===== config.mk =====
export PLATFORM = sky130hd
export DESIGN_NAME = fft8_stage_scheduler
export DESIGN_NICKNAME = d
export VERILOG_FILES = /design/src/rtl/fft8_pkg.sv /design/src/rtl/fft8_addr_gen.sv /design/src/rtl/fft8_stage_scheduler.sv
export SDC_FILE = /design/constraint.sdc
export NUM_CORES = 1
export LEC_CHECK = 0
export CAP_MARGIN = 20
export CORE_ASPECT_RATIO = 1.2
export CORE_MARGIN = 5
export CORE_UTILIZATION = 50
export CTS_BUF_LIST = sky130_fd_sc_hd__clkbuf_8 sky130_fd_sc_hd__clkbuf_16
export CTS_CLUSTER_SIZE = 10
export DETAILED_ROUTE_END_ITERATION = 12
export GPL_TIMING_DRIVEN = 0
export PLACE_DENSITY = 0.77
export SLEW_MARGIN = 20
export SYNTH_ARGS = -nofsm -noshare
export SYNTH_HDL_FRONTEND = slang
export SYNTH_HIERARCHICAL = 1
export SYNTH_SLANG_ARGS = --single-unit

===== constraint.sdc =====
create_clock -name i_clk -period 3.9 [get_ports i_clk]
set_input_delay 0.585 -clock i_clk [delete_from_list [all_inputs] [get_ports i_clk]]
set_output_delay 0.585 -clock i_clk [all_outputs]
set_load 0.05 [all_outputs]

===== src/rtl/fft8_pkg.sv =====
// fft8_pkg
//   Shared constants and types for the 8-point DIT FFT stage scheduler.
//   N_POINTS / ADDR_W  : transform size and sample address width
//   N_STAGES / N_BFLY  : 3 stages of 4 butterflies
//   sched_state_t      : scheduler FSM states
//   wr_slot_t          : one entry of the butterfly write-tracking pipeline
package fft8_pkg;

    localparam int N_POINTS = 8;
    localparam int ADDR_W   = 3;
    localparam int N_STAGES = 3;
    localparam int N_BFLY   = 4;

    typedef enum logic [1:0] {
        IDLE  = 2'd0,
        ISSUE = 2'd1,
        DRAIN = 2'd2,
        DONE  = 2'd3
    } sched_state_t;

    typedef struct packed {
        logic              valid;
        logic [ADDR_W-1:0] addr_0;
        logic [ADDR_W-1:0] addr_1;
    } wr_slot_t;

endpackage


===== src/rtl/fft8_addr_gen.sv =====
// fft8_addr_gen
//   Combinational butterfly address generator for a radix-2 DIT 8-point FFT.
//   Ports:
//     stage      in   2  stage 0..2
//     k          in   2  butterfly index within the stage 0..3
//     rd_addr_0  out  3  upper-leg operand address
//     rd_addr_1  out  3  lower-leg operand address (rd_addr_0 + span)
//     tw_idx     out  2  twiddle exponent k for W8^k
module fft8_addr_gen
    import fft8_pkg::*;
(
    input  logic [1:0]        stage,
    input  logic [1:0]        k,
    output logic [ADDR_W-1:0] rd_addr_0,
    output logic [ADDR_W-1:0] rd_addr_1,
    output logic [1:0]        tw_idx
);

    logic [ADDR_W-1:0] span;
    logic [ADDR_W-1:0] grp;
    logic [ADDR_W-1:0] pos;

    // NOTE: every output of this block is assigned on every pass, so no
    // latch can be inferred; keep it that way when adding terms.
    always_comb begin
        span      = ADDR_W'(1) << stage;
        grp       = {1'b0, k} >> stage;
        pos       = {1'b0, k} & (span - ADDR_W'(1));
        // grp * (2*span) is a shift by stage+1
        rd_addr_0 = (grp << (stage + 2'd1)) + pos;
        rd_addr_1 = rd_addr_0 + span;
        tw_idx    = pos[1:0] << (2'd2 - stage);
    end

endmodule


===== src/rtl/fft8_stage_scheduler.sv =====
// fft8_stage_scheduler
//   Sequences a free-running radix-2 butterfly through an 8-point DIT FFT
//   (3 stages x 4 butterflies) using ping-pong sample banks.
//   Parameter:
//     BFLY_LAT  cycles from o_rd_en to butterfly output valid (1..4)
//   Ports:
//     i_clk, i_rst        clock; synchronous active-high reset
//     i_start             start request, sampled only in IDLE
//     i_hold              suppresses new issues; in-flight writes still retire
//     o_busy / o_done     busy from start acceptance through the done pulse
//     o_rd_en, o_rd_addr_0/1, o_tw_idx   butterfly issue
//     o_wr_en, o_wr_addr_0/1             result write, BFLY_LAT after issue
//     o_stage, o_bank_sel                current stage, bank being read
//   Optional feature (macro FFT_SCHED_PERF_EN):
//     o_cycle_cnt  8-bit count of cycles from start acceptance through done,
//                  saturating at 255, held until the next accepted start.
module fft8_stage_scheduler
    import fft8_pkg::*;
#(
    parameter int BFLY_LAT = 1
) (
    input  logic              i_clk,
    input  logic              i_rst,
    input  logic              i_start,
    input  logic              i_hold,
    output logic              o_busy,
    output logic              o_done,
    output logic              o_rd_en,
    output logic [ADDR_W-1:0] o_rd_addr_0,
    output logic [ADDR_W-1:0] o_rd_addr_1,
    output logic [1:0]        o_tw_idx,
    output logic              o_wr_en,
    output logic [ADDR_W-1:0] o_wr_addr_0,
    output logic [ADDR_W-1:0] o_wr_addr_1,
    output logic [1:0]        o_stage,
    output logic              o_bank_sel
`ifdef FFT_SCHED_PERF_EN
    ,
    output logic [7:0]        o_cycle_cnt
`endif
);

    sched_state_t      state;
    logic [1:0]        k;
    logic [1:0]        stage_q;
    logic              bank_q;
    logic [2:0]        drain_cnt;
    logic              busy_q;
    logic              done_q;
    logic [ADDR_W-1:0] last_addr_0;
    logic [ADDR_W-1:0] last_addr_1;
    logic [1:0]        last_tw;

    logic              issue;
    logic [ADDR_W-1:0] gen_addr_0;
    logic [ADDR_W-1:0] gen_addr_1;
    logic [1:0]        gen_tw;

    wr_slot_t          head;
    wr_slot_t          pipe [BFLY_LAT];

    fft8_addr_gen u_addr_gen (
        .stage     (stage_q),
        .k         (k),
        .rd_addr_0 (gen_addr_0),
        .rd_addr_1 (gen_addr_1),
        .tw_idx    (gen_tw)
    );

    // An issue happens in any ISSUE cycle that is not held; the operand
    // addresses are presented in that same cycle and otherwise show the
    // last issued pair so a stalled bus stays quiet.
    assign issue       = (state == ISSUE) && !i_hold;
    assign o_rd_en     = issue;
    assign o_rd_addr_0 = issue ? gen_addr_0 : last_addr_0;
    assign o_rd_addr_1 = issue ? gen_addr_1 : last_addr_1;
    assign o_tw_idx    = issue ? gen_tw     : last_tw;
    assign o_busy      = busy_q;
    assign o_done      = done_q;
    assign o_stage     = stage_q;
    assign o_bank_sel  = bank_q;

    // NOTE: all sequential state uses non-blocking assignments so every
    // register samples the pre-edge values regardless of statement order.
    always_ff @(posedge i_clk) begin
        if (i_rst) begin
            state       <= IDLE;
            k           <= '0;
            stage_q     <= '0;
            bank_q      <= 1'b0;
            drain_cnt   <= '0;
            busy_q      <= 1'b0;
            done_q      <= 1'b0;
            last_addr_0 <= '0;
            last_addr_1 <= '0;
            last_tw     <= '0;
        end else begin
            done_q <= 1'b0;
            if (issue) begin
                last_addr_0 <= gen_addr_0;
                last_addr_1 <= gen_addr_1;
                last_tw     <= gen_tw;
            end
            case (state)
                IDLE: begin
                    if (i_start) begin
                        state   <= ISSUE;
                        busy_q  <= 1'b1;
                        k       <= '0;
                        stage_q <= '0;
                        bank_q  <= 1'b0;
                    end
                end
                ISSUE: begin
                    if (!i_hold) begin
                        k <= k + 2'd1;
                        if (k == 2'(N_BFLY - 1)) begin
                            state     <= DRAIN;
                            drain_cnt <= 3'(BFLY_LAT);
                        end
                    end
                end
                DRAIN: begin
                    // The last write of the stage retires in the final
                    // drain cycle, so the next stage may read it right after.
                    drain_cnt <= drain_cnt - 3'd1;
                    if (drain_cnt == 3'd1) begin
                        if (stage_q == 2'(N_STAGES - 1)) begin
                            state  <= DONE;
                            done_q <= 1'b1;
                        end else begin
                            state   <= ISSUE;
                            stage_q <= stage_q + 2'd1;
                            bank_q  <= ~bank_q;
                        end
                    end
                end
                DONE: begin
                    state  <= IDLE;
                    busy_q <= 1'b0;
                end
                default: state <= IDLE;
            endcase
        end
    end

    // Write tracking: the butterfly is free-running, so this pipeline shifts
    // every cycle and ignores i_hold.
    assign head = issue ? '{valid: 1'b1, addr_0: gen_addr_0, addr_1: gen_addr_1}
                        : '0;

    // NOTE: the pipeline is reset even though it is a register array; a
    // stale valid bit here would emit a write after a mid-transform reset.
    always_ff @(posedge i_clk) begin
        if (i_rst) begin
            for (int i = 0; i < BFLY_LAT; i++) begin
                pipe[i] <= '0;
            end
        end else begin
            pipe[0] <= head;
            for (int i = 1; i < BFLY_LAT; i++) begin
                pipe[i] <= pipe[i-1];
            end
        end
    end

    assign o_wr_en     = pipe[BFLY_LAT-1].valid;
    assign o_wr_addr_0 = pipe[BFLY_LAT-1].addr_0;
    assign o_wr_addr_1 = pipe[BFLY_LAT-1].addr_1;

`ifdef FFT_SCHED_PERF_EN
    logic [7:0] cycle_cnt;

    // The acceptance cycle counts as 1; every later busy cycle adds one.
    always_ff @(posedge i_clk) begin
        if (i_rst) begin
            cycle_cnt <= '0;
        end else if (state == IDLE) begin
            if (i_start) begin
                cycle_cnt <= 8'd1;
            end
        end else if (cycle_cnt != 8'hFF) begin
            cycle_cnt <= cycle_cnt + 8'd1;
        end
    end

    assign o_cycle_cnt = cycle_cnt;
`endif

endmodule


==> results of run 1 <==
## cells in the mapped netlist (2+ instances only)
cell	n	share of area
or3_1	3	0.014
a211oi_1	3	0.016
clkbuf_1	3	0.0082
nand3_1	6	0.022
nor2b_1	6	0.027
a21oi_1	3	0.011
nand2b_1	3	0.014
nand2_1	8	0.022
mux2_2	3	0.025
xnor2_1	4	0.025
dfxtp_1	27	0.39
nor2_1	3	0.0082
and2b_1	6	0.033
and2_1	7	0.032
nor4b_1	2	0.013
ha_1	9	0.082
mux2_4	5	0.054
nand3b_1	2	0.011
o21bai_1	2	0.011
inv_1	6	0.016
fa_1	2	0.029
a31oi_1	5	0.023
nor3_1	3	0.011
## metrics by stage
| stage | setup slack [ns] | instances | instance area [um2] |
|---|---|---|---|
| floorplan | 0.0104 | 135 | 1380 |
| global placement | -0.369 | 192 | 1660 |
| detailed placement | -0.425 | 192 | 1660 |
| CTS | 0.0166 | 196 | 1720 |
| global route | -0.0435 | 202 | 1810 |
| finish | 0.110 | 202 | 1810 |
## timing repair
action / CTS / global route
pin swaps: 0 / 1
gates resized for setup: 10 / 12
endpoints found under the setup margin: 2 / 2
buffers inserted: 0 / 6
hold buffers: 0 / 0
cloned: 0 / 0
## per-layer routing
| layer | wire, um | global-route usage |
|---|---|---|
| met5 | 0 | 0 |
| met4 | 18 | 0.0725 |
| met2 | 1460 | 0.281 |
| met3 | 123 | 0.0287 |
| met1 | 1240 | 0.168 |
## power by group through the flow
stage | registers (W) | logic (W) | clock network (W)
after floorplan | 0.000296 | 0.0000318 | 0
after global placement | 0.000290 | 0.0000547 | 0
after detailed placement | 0.000290 | 0.0000559 | 0
after CTS | 0.000283 | 0.0000558 | 0.000157
after global routing | 0.000283 | 0.0000602 | 0.000173
final | 0.000282 | 0.0000563 | 0.000153
## state kept, by name (all words and copies together), names as in the netlist
register and cells:
o_busy 1, o_bank_sel 1, o_stage 2, o_done 1, last_addr_1 3, pipe 7, last_tw 2, state 2
drain_cnt 3, k 2, last_addr_0 3
## logic make-up after synthesis
group | share of synthesized area
compound gates | 0.0881
xor+xnor | 0.0481
fa+ha+maj | 0.111
buf+inv | 0.0363
flops | 0.392
mux | 0.0790
simple gates | 0.245
## cell type report
| type | instances | area (um2) | area share |
|---|---|---|---|
| multi-input cells | 97 | 840 | 0.463 |
| flip-flops and latches | 27 | 548 | 0.302 |
| repair buffers | 30 | 287 | 0.158 |
| clock buffers | 3 | 41.3 | 0.0228 |
| well taps | 33 | 41.3 | 0.0228 |
| plain buffers | 5 | 27.5 | 0.0152 |
| inverters | 6 | 26.3 | 0.0145 |
| clock inverters | 1 | 3.75 | 0.00207 |
## worst max path at each step
stage | endpoint | slack (ns) | cells after the start
finish | o_rd_addr_1[2] | 0.11 | 10
global route | o_rd_addr_1[2] | -0.04 | 10
CTS | o_rd_addr_1[2] | 0.02 | 10
detailed placement | o_rd_addr_1[2] | -0.42 | 9
global placement | o_rd_addr_1[2] | -0.37 | 9
floorplan | o_rd_addr_1[2] | 0.01 | 8
## worst max-delay path, stage by stage, from the launching register on
cell        delay, ns
dfxtp_4          0.40
clkinvlp_4       0.14
ha_4             0.29
nor3_2           0.16
ha_2             0.20
fa_2             0.47
fa_2             0.38
xor2_1           0.18
xnor3_1          0.24
mux2_2           0.28
buf_4            0.19
==> impl_metrics.yaml, run 1 <==
status:
  status: "complete, no violations"
setup_path:
  path_class: "reg2out"
  reg2reg_slack_ns: 0.92
  r2r-start: "o_stage[0]"
  cp.arrival_ns: 3.20
  cp-startpoint: "o_stage[0]"
  required_ns: 3.31
  crit_fanout: 5
  rr_worst_depth: 10
  crit_path_end_kind: "output port"
  cp-start-kind: "flop"
  r2r_end: "last_addr_1[2]"
floorplan:
  ios: 25
  die_w_um: 57.9
  die-area_um2: 3910
  die_h_um: 67.5
  std_cell_rows: 20
  core_area_um2: 2600
  initial_utilization: 0.529
timing:
  hold_ws_ns: 0.499
  slew_headroom: 0.656
  post-route-period-util: 0.972
  slew_viol_final: 0
  fmax_ghz: 0.264
  fin_skew_ns: 0.00203
  setup_viol: 0
  finalCriticalPeriod_ns: 3.79
  tightest_slew_ns: 0.514
  final-hold-violation-count: 0
  setup_tns_ns: 0
global_route:
  grt_pass1_vias: 1089
  grt_usage: 0.153
  grt-ovfl-total: 0
  grt_pass1_wl_um: 4620
  grt_max_degree: 15
  antenna_found_initial: 0
pwr:
  totalPowerFinal_w: 0.000492
  p_comb_frac: 0.114
  power_leakage_nw: 0.733
  sequentialPowerShare: 0.574
  power.share.clock: 0.311
  swShare: 0.242
  p_int_w: 0.000373
  power_switching_w: 0.000119
  ir_drop_mv: 0.224
  power_density_nw_per_um2: 271
drt:
  via_per_inst: 5.13
  vias: 1037
  drc: 0
  drtIter0Drc: 25
  wire_per_inst_um: 14.1
  firstDrtPassIters: 4
  wl_um: 2840
  ant_nets: 0
worst_hold_path:
  hold_depth: 2
  hold_class: "reg2reg"
  min_from: "o_busy"
  hold_end: "o_busy"
clock_network:
  clock_path_buffers: 2
  cts_sinks: 27
  cts_tree: "done"
  clkTransAtPathRegs_ns: 0.09
  htree_levels: 1
  insertion_delay_ns: 0.26
  clock-root-buffer: "clkbuf_8"
  cts_buffers: 3
finish:
  final_nets: 185
  area_growth_pct: 31.7
  fillCellCount: 208
  final_cell_mix: "dfxtp_1, clkdlybuf4s50_1, nand2_1"
  final_common_cell: "dfxtp_1"
  layout-drive-gt1-share: 0.201
  insertedDiodeCount: 0
  utilization: 0.697
place:
  portBuffers: 24
  dp_hpwl_um: 2050
  gp_congestion: 0.873
synthesis:
  synth-edff-count: 0
  yosysUniqueCellTypes: 37
  ys_seq_area_frac: 0.392
  syn_area_um2: 1380
  ys_ff_latch: 27
  synthFlopType: "dfxtp_1"
  async_reset_ff_frac: 0
  synthesis.nets: 150
  syn_area_per_cell_um2: 10.2
  ys_warn_count: 6
  synthCells: 135
job:
  max_cap_viol_count: 0
(Power assumes the default switching activity.)
==> run 2, diff against run 1 <==
REMOVE_ABC_BUFFERS = 1   (was not set)
==> run 2 against run 1 <==
Against the previous run:
- sequential share of layout area grew 1.3 points
- die area did not move
- power about the same
- register-to-register slack barely moved
- count of clock-buffer cells in the layout unchanged
- non-clock buffer count fell by 8
- hold slack better by 0.0013 ns
- clock power barely moved
- routed wire length down 4.0%
- sequential power about the same
- core utilization is 2.9 points lower
- combinational power down 8.5%
- highest routed layer unchanged
==> impl_metrics.yaml, run 2 (synthesis gave the netlist of run 1 again) <==
status:
  status: "complete, no violations"
floorplan:
  die-area_um2: 3910
  initial_utilization: 0.529
  core_area_um2: 2600
  die_w_um: 57.9
  die_h_um: 67.5
  ios: 25
  std_cell_rows: 20
finish:
  area_growth_pct: 26.2
  largest_register_ffs: 7
  final_nets: 177
  insertedDiodeCount: 0
  final_cell_mix: "dfxtp_1, clkdlybuf4s50_1, nand2_1"
  largest_register: "pipe"
  utilization: 0.668
  layout-drive-gt1-share: 0.174
  final_common_cell: "dfxtp_1"
timing:
  slew_headroom: 0.498
  fmax_ghz: 0.265
  rsz0062_at_grt: "no"
  slew_viol_final: 0
  fin_skew_ns: 0.00167
  final-hold-violation-count: 0
  setup_viol: 0
  post-route-period-util: 0.967
  tightest_slew_ns: 0.752
  finalCriticalPeriod_ns: 3.77
clock_network:
  cts_tree: "done"
  insertion_delay_ns: 0.27
  cts_buffers: 3
  clock-root-buffer: "clkbuf_8"
  clkTransAtPathRegs_ns: 0.09
  ctsHoldBuffers: 0
  htree_levels: 1
  clock_path_buffers: 2
  cts_sinks: 27
drt:
  drc: 0
  drtIter0Drc: 9
  ant_nets: 0
  vias: 1048
  wl_um: 2730
  via_per_inst: 5.40
  wire_per_inst_um: 14.1
  firstDrtPassIters: 4
setup_path:
  cp.arrival_ns: 3.19
  required_ns: 3.31
  path_class: "reg2out"
  crit_path_end_kind: "output port"
  crit_fanout: 6
  rr_worst_depth: 10
  cp-start-kind: "flop"
worst_hold_path:
  hold_class: "reg2reg"
  hold_depth: 2
place:
  portBuffers: 24
  dp_hpwl_um: 1920
  gp_congestion: 0.843
pwr:
  power_density_nw_per_um2: 283
  totalPowerFinal_w: 0.000492
  power_leakage_nw: 0.690
  ir_drop_mv: 0.250
global_route:
  antenna_found_initial: 0
  grt_max_degree: 23
  grt_usage: 0.153
  grt-ovfl-total: 0
  grt_pass1_wl_um: 4620
  grt_pass1_vias: 1096
job:
  max_cap_viol_count: 0
-- run 2: cell types whose count changed in the layout (fill, tap and decap cells not counted), sizes merged --
cell and delta:
buf -4, clkbuf -3, clkinvlp -1, dlymetal6s2s -1
inv +1
-- run 2: area by class of cell --
| class | instances | area [um2] |
|---|---|---|
| Fill cell | 222 | 863 |
| Multi-Input combinational cell | 97 | 823 |
| Sequential cell | 27 | 548 |
| Timing Repair Buffer | 27 | 259 |
| Clock buffer | 3 | 41.3 |
| Tap cell | 33 | 41.3 |
| Inverter | 6 | 22.5 |
| Clock inverter | 1 | 3.75 |
-- run 2: through the flow --
step | instances | hold WS, ns | area, um2 | setup WS, ns | setup TNS [ns]
2_1_floorplan | 130 | 0.462 | 1350 | -0.0679 | -0.0679
3_3_place_gp | 187 | 0.475 | 1630 | -0.472 | -0.606
3_5_place_dp | 187 | 0.482 | 1630 | -0.508 | -0.677
4_1_cts | 191 | 0.503 | 1700 | 0.0146 | 0
5_1_grt | 194 | 0.516 | 1740 | 0.00159 | 0
6_report | 194 | 0.501 | 1740 | 0.127 | 0
-- run 2: worst max-delay path, cell delays in order, from the launching register on --
cell and delay (ns):
dfxtp_4 0.37, buf_4 0.14, ha_1 0.25, xnor2_2 0.17, and2_1 0.18, fa_2 0.47
fa_1 0.42, xor2_1 0.17, xnor3_1 0.26, mux2_2 0.28, buf_4 0.19
-- run 2: worst paths after layout --
check / startpoint / endpoint / slack, ns
worst max-delay path: o_stage[0] / o_rd_addr_1[2] / 0.13
worst min-delay path: o_busy / o_busy / 0.50
worst max register to register: o_stage[0] / last_addr_1[2] / 0.92
worst min register to register: o_busy / o_busy / 0.50
-- run 2: routing by layer --
layer,GRT usage,vias to the layer above,share of wire
li1,-,518,-
met5,0,-,0
met1,0.158,497,0.42
met3,0.0249,9,0.039
met4,0.0899,0,0.031
met2,0.287,24,0.51
-- run 2: power breakdown --
| group | leakage, nW | internal [W] | switching, W |
|---|---|---|---|
| Clock | 0.0269 | 0.0000707 | 0.0000857 |
| Combinational | 0.442 | 0.0000214 | 0.0000301 |
| Sequential | 0.220 | 0.000279 | 0.00000521 |
-- run 2: what timing repair did --
item / in CTS / in global routing
pin swaps: 0 / 1
gates resized for setup: 13 / 6
gates cloned: 0 / 0
buffers inserted: 0 / 3
endpoints found under the setup margin: 2 / 2
==> run 3, diff against run 2 <==
CORE_ASPECT_RATIO = not set   (was 1.2)
CORE_UTILIZATION = 46   (was 50)
CTS_CLUSTER_SIZE = 14   (was 10)
PLACE_DENSITY = 0.74   (was 0.77)
clock period = 3.3 ns   (was 3.9 ns; I/O delays follow)
==> run 3 against run 2 <==
Against the previous run:
- the flow now finishes with violations (negative setup slack)
- core utilization increased by 0.88 points
- non-clock buffer count is 13 higher
- clock skew grew 0.0019 ns
- hold slack better by 0.0030 ns
- critical path type unchanged
- critical endpoint unchanged
- largest cell class unchanged
==> impl_metrics.yaml, run 3 (synthesis gave the netlist of run 1 again) <==
floorplan:
  std_cell_rows: 19
  die_h_um: 64.7
  initial_utilization: 0.491
  core_area_um2: 2810
  die-area_um2: 4190
  ios: 25
  die_w_um: 64.7
setup_path:
  crit_fanout: 4
  crit_chain: "buf_6 -> buf_6 -> nand2_2 -> nor3_2 -> ha_2 -> fa_1 -> fa_2 -> xor2_2 -> xnor3_1 -> mux2_4 -> buf_8"
  cp.arrival_ns: 2.97
  cp-start-kind: "flop"
  rr_worst_depth: 11
  critPathBufInv: 3
  crit_path_end_kind: "output port"
  crit_family: "adder cells"
  required_ns: 2.80
  reg2reg_slack_ns: 0.49
  slowest_stage: "fa_1"
  crit_path_frequent_cell: "buf_6"
  cpPeakStageDelay_ns: 0.42
  r2r-start: "o_stage[0]"
  path_class: "reg2out"
  r2r_end: "last_addr_1[2]"
finish:
  layout-drive-gt1-share: 0.270
  largest_register_ffs: 7
  fillCellCount: 237
  area_growth_pct: 37.9
  insertedDiodeCount: 0
  final_nets: 190
  final_common_cell: "dfxtp_1"
  multi_input_area_um2: 875
  largest_register: "pipe"
  final_cell_mix: "dfxtp_1, clkdlybuf4s50_1, buf_4"
  regArea_um2: 548
  utilization: 0.677
place:
  dp_hpwl_um: 1920
  gp_congestion: 0.807
  portBuffers: 24
clock_network:
  clock-root-buffer: "clkbuf_8"
  clock_path_buffers: 2
  htree_levels: 1
  cts_buffers: 3
  insertion_delay_ns: 0.27
  cts_sinks: 27
  cts_tree: "done"
  ctsHoldBuffers: 0
  clkTransAtPathRegs_ns: 0.09
timing:
  slew_headroom: 0.479
  rsz0062_at_grt: "yes"
  slew_viol_final: 0
  final-hold-violation-count: 0
  finalCriticalPeriod_ns: 3.46
  fmax_ghz: 0.289
  post-route-period-util: 1.05
  tightest_slew_ns: 0.780
  fin_skew_ns: 0.00356
  setup_viol: 1
  layout_setup_ws_ns: -0.164
drt:
  ant_nets: 0
  drtIter0Drc: 43
  drc: 0
  vias: 1100
  wire_per_inst_um: 15.2
  wl_um: 3120
  firstDrtPassIters: 4
  via_per_inst: 5.37
pwr:
  ir_drop_mv: 0.241
  swShare: 0.246
  power_density_nw_per_um2: 309
  totalPowerFinal_w: 0.000587
  power_switching_w: 0.000144
  power_leakage_nw: 0.771
  sequentialPowerShare: 0.572
  p_comb_frac: 0.116
  power.share.clock: 0.312
  p_int_w: 0.000443
status:
  status: "complete, but fails checks"
  violations: "negative setup slack"
global_route:
  grt_pass1_wl_um: 5130
  grt_pass1_vias: 1128
  grt_max_degree: 23
  grt_usage: 0.157
  antenna_found_initial: 0
  grt-ovfl-total: 0
worst_hold_path:
  hold_depth: 2
  min_from: "o_busy"
  hold_end: "o_busy"
  hold_class: "reg2reg"
job:
  max_cap_viol_count: 0
## run 3: per-stage QoR
stage / setup TNS (ns) / setup slack [ns] / cells / hold WS (ns) / instance area (um2)
after floorplan: -1.18 / -0.578 / 130 / 0.462 / 1350
after global placement: -1.98 / -0.999 / 185 / 0.474 / 1630
after detailed placement: -2.35 / -1.03 / 185 / 0.492 / 1630
after CTS: -0.142 / -0.142 / 205 / 0.507 / 1880
after global routing: -0.268 / -0.268 / 205 / 0.528 / 1900
final: -0.164 / -0.164 / 205 / 0.504 / 1900
## run 3: worst min-delay path: stages, from the launching register on
cell,delay [ns]
dfxtp_1,0.34
nand2b_1,0.07
a21oi_1,0.06
## run 3: how the worst max path moves through the flow
stage,start,end,slack [ns],depth (start not counted)
floorplan,o_stage[0],o_rd_addr_1[2],-0.58,8
global placement,o_stage[0],o_rd_addr_1[2],-1.0,9
detailed placement,o_stage[0],o_rd_addr_1[2],-1.03,9
CTS,o_stage[0],o_rd_addr_1[2],-0.14,11
global route,o_stage[0],o_rd_addr_1[2],-0.27,11
finish,o_stage[0],o_rd_addr_1[2],-0.16,11
## run 3: what timing repair did
action	4_1_cts	5_1_grt
setup buffers	16	0
pin swaps	7	1
endpoints found under the setup margin	8	1
gates resized for setup	38	3
## run 3: layout make-up
cell class / count / area share
multi-input cells: 97 / 0.460
flip-flops and latches: 27 / 0.289
repair buffers: 40 / 0.192
clock buffers: 3 / 0.0217
well taps: 31 / 0.0204
inverters: 6 / 0.0145
clock inverters: 1 / 0.00198
## run 3: power by group through the flow
stage / Sequential, W / Clock (W) / Combinational [W]
finish: 0.000336 / 0.000183 / 0.0000678
global route: 0.000337 / 0.000202 / 0.0000720
CTS: 0.000336 / 0.000191 / 0.0000675
detailed placement: 0.000345 / 0 / 0.0000613
global placement: 0.000344 / 0 / 0.0000602
floorplan: 0.000351 / 0 / 0.0000319
## run 3: per-layer routing
metal	up-vias	GRT usage	wire length, um
met2	23	0.305	1650
li1	544	-	-
met5	-	0	0
met4	0	0.0449	65
met1	525	0.167	1280
met3	8	0.0363	123
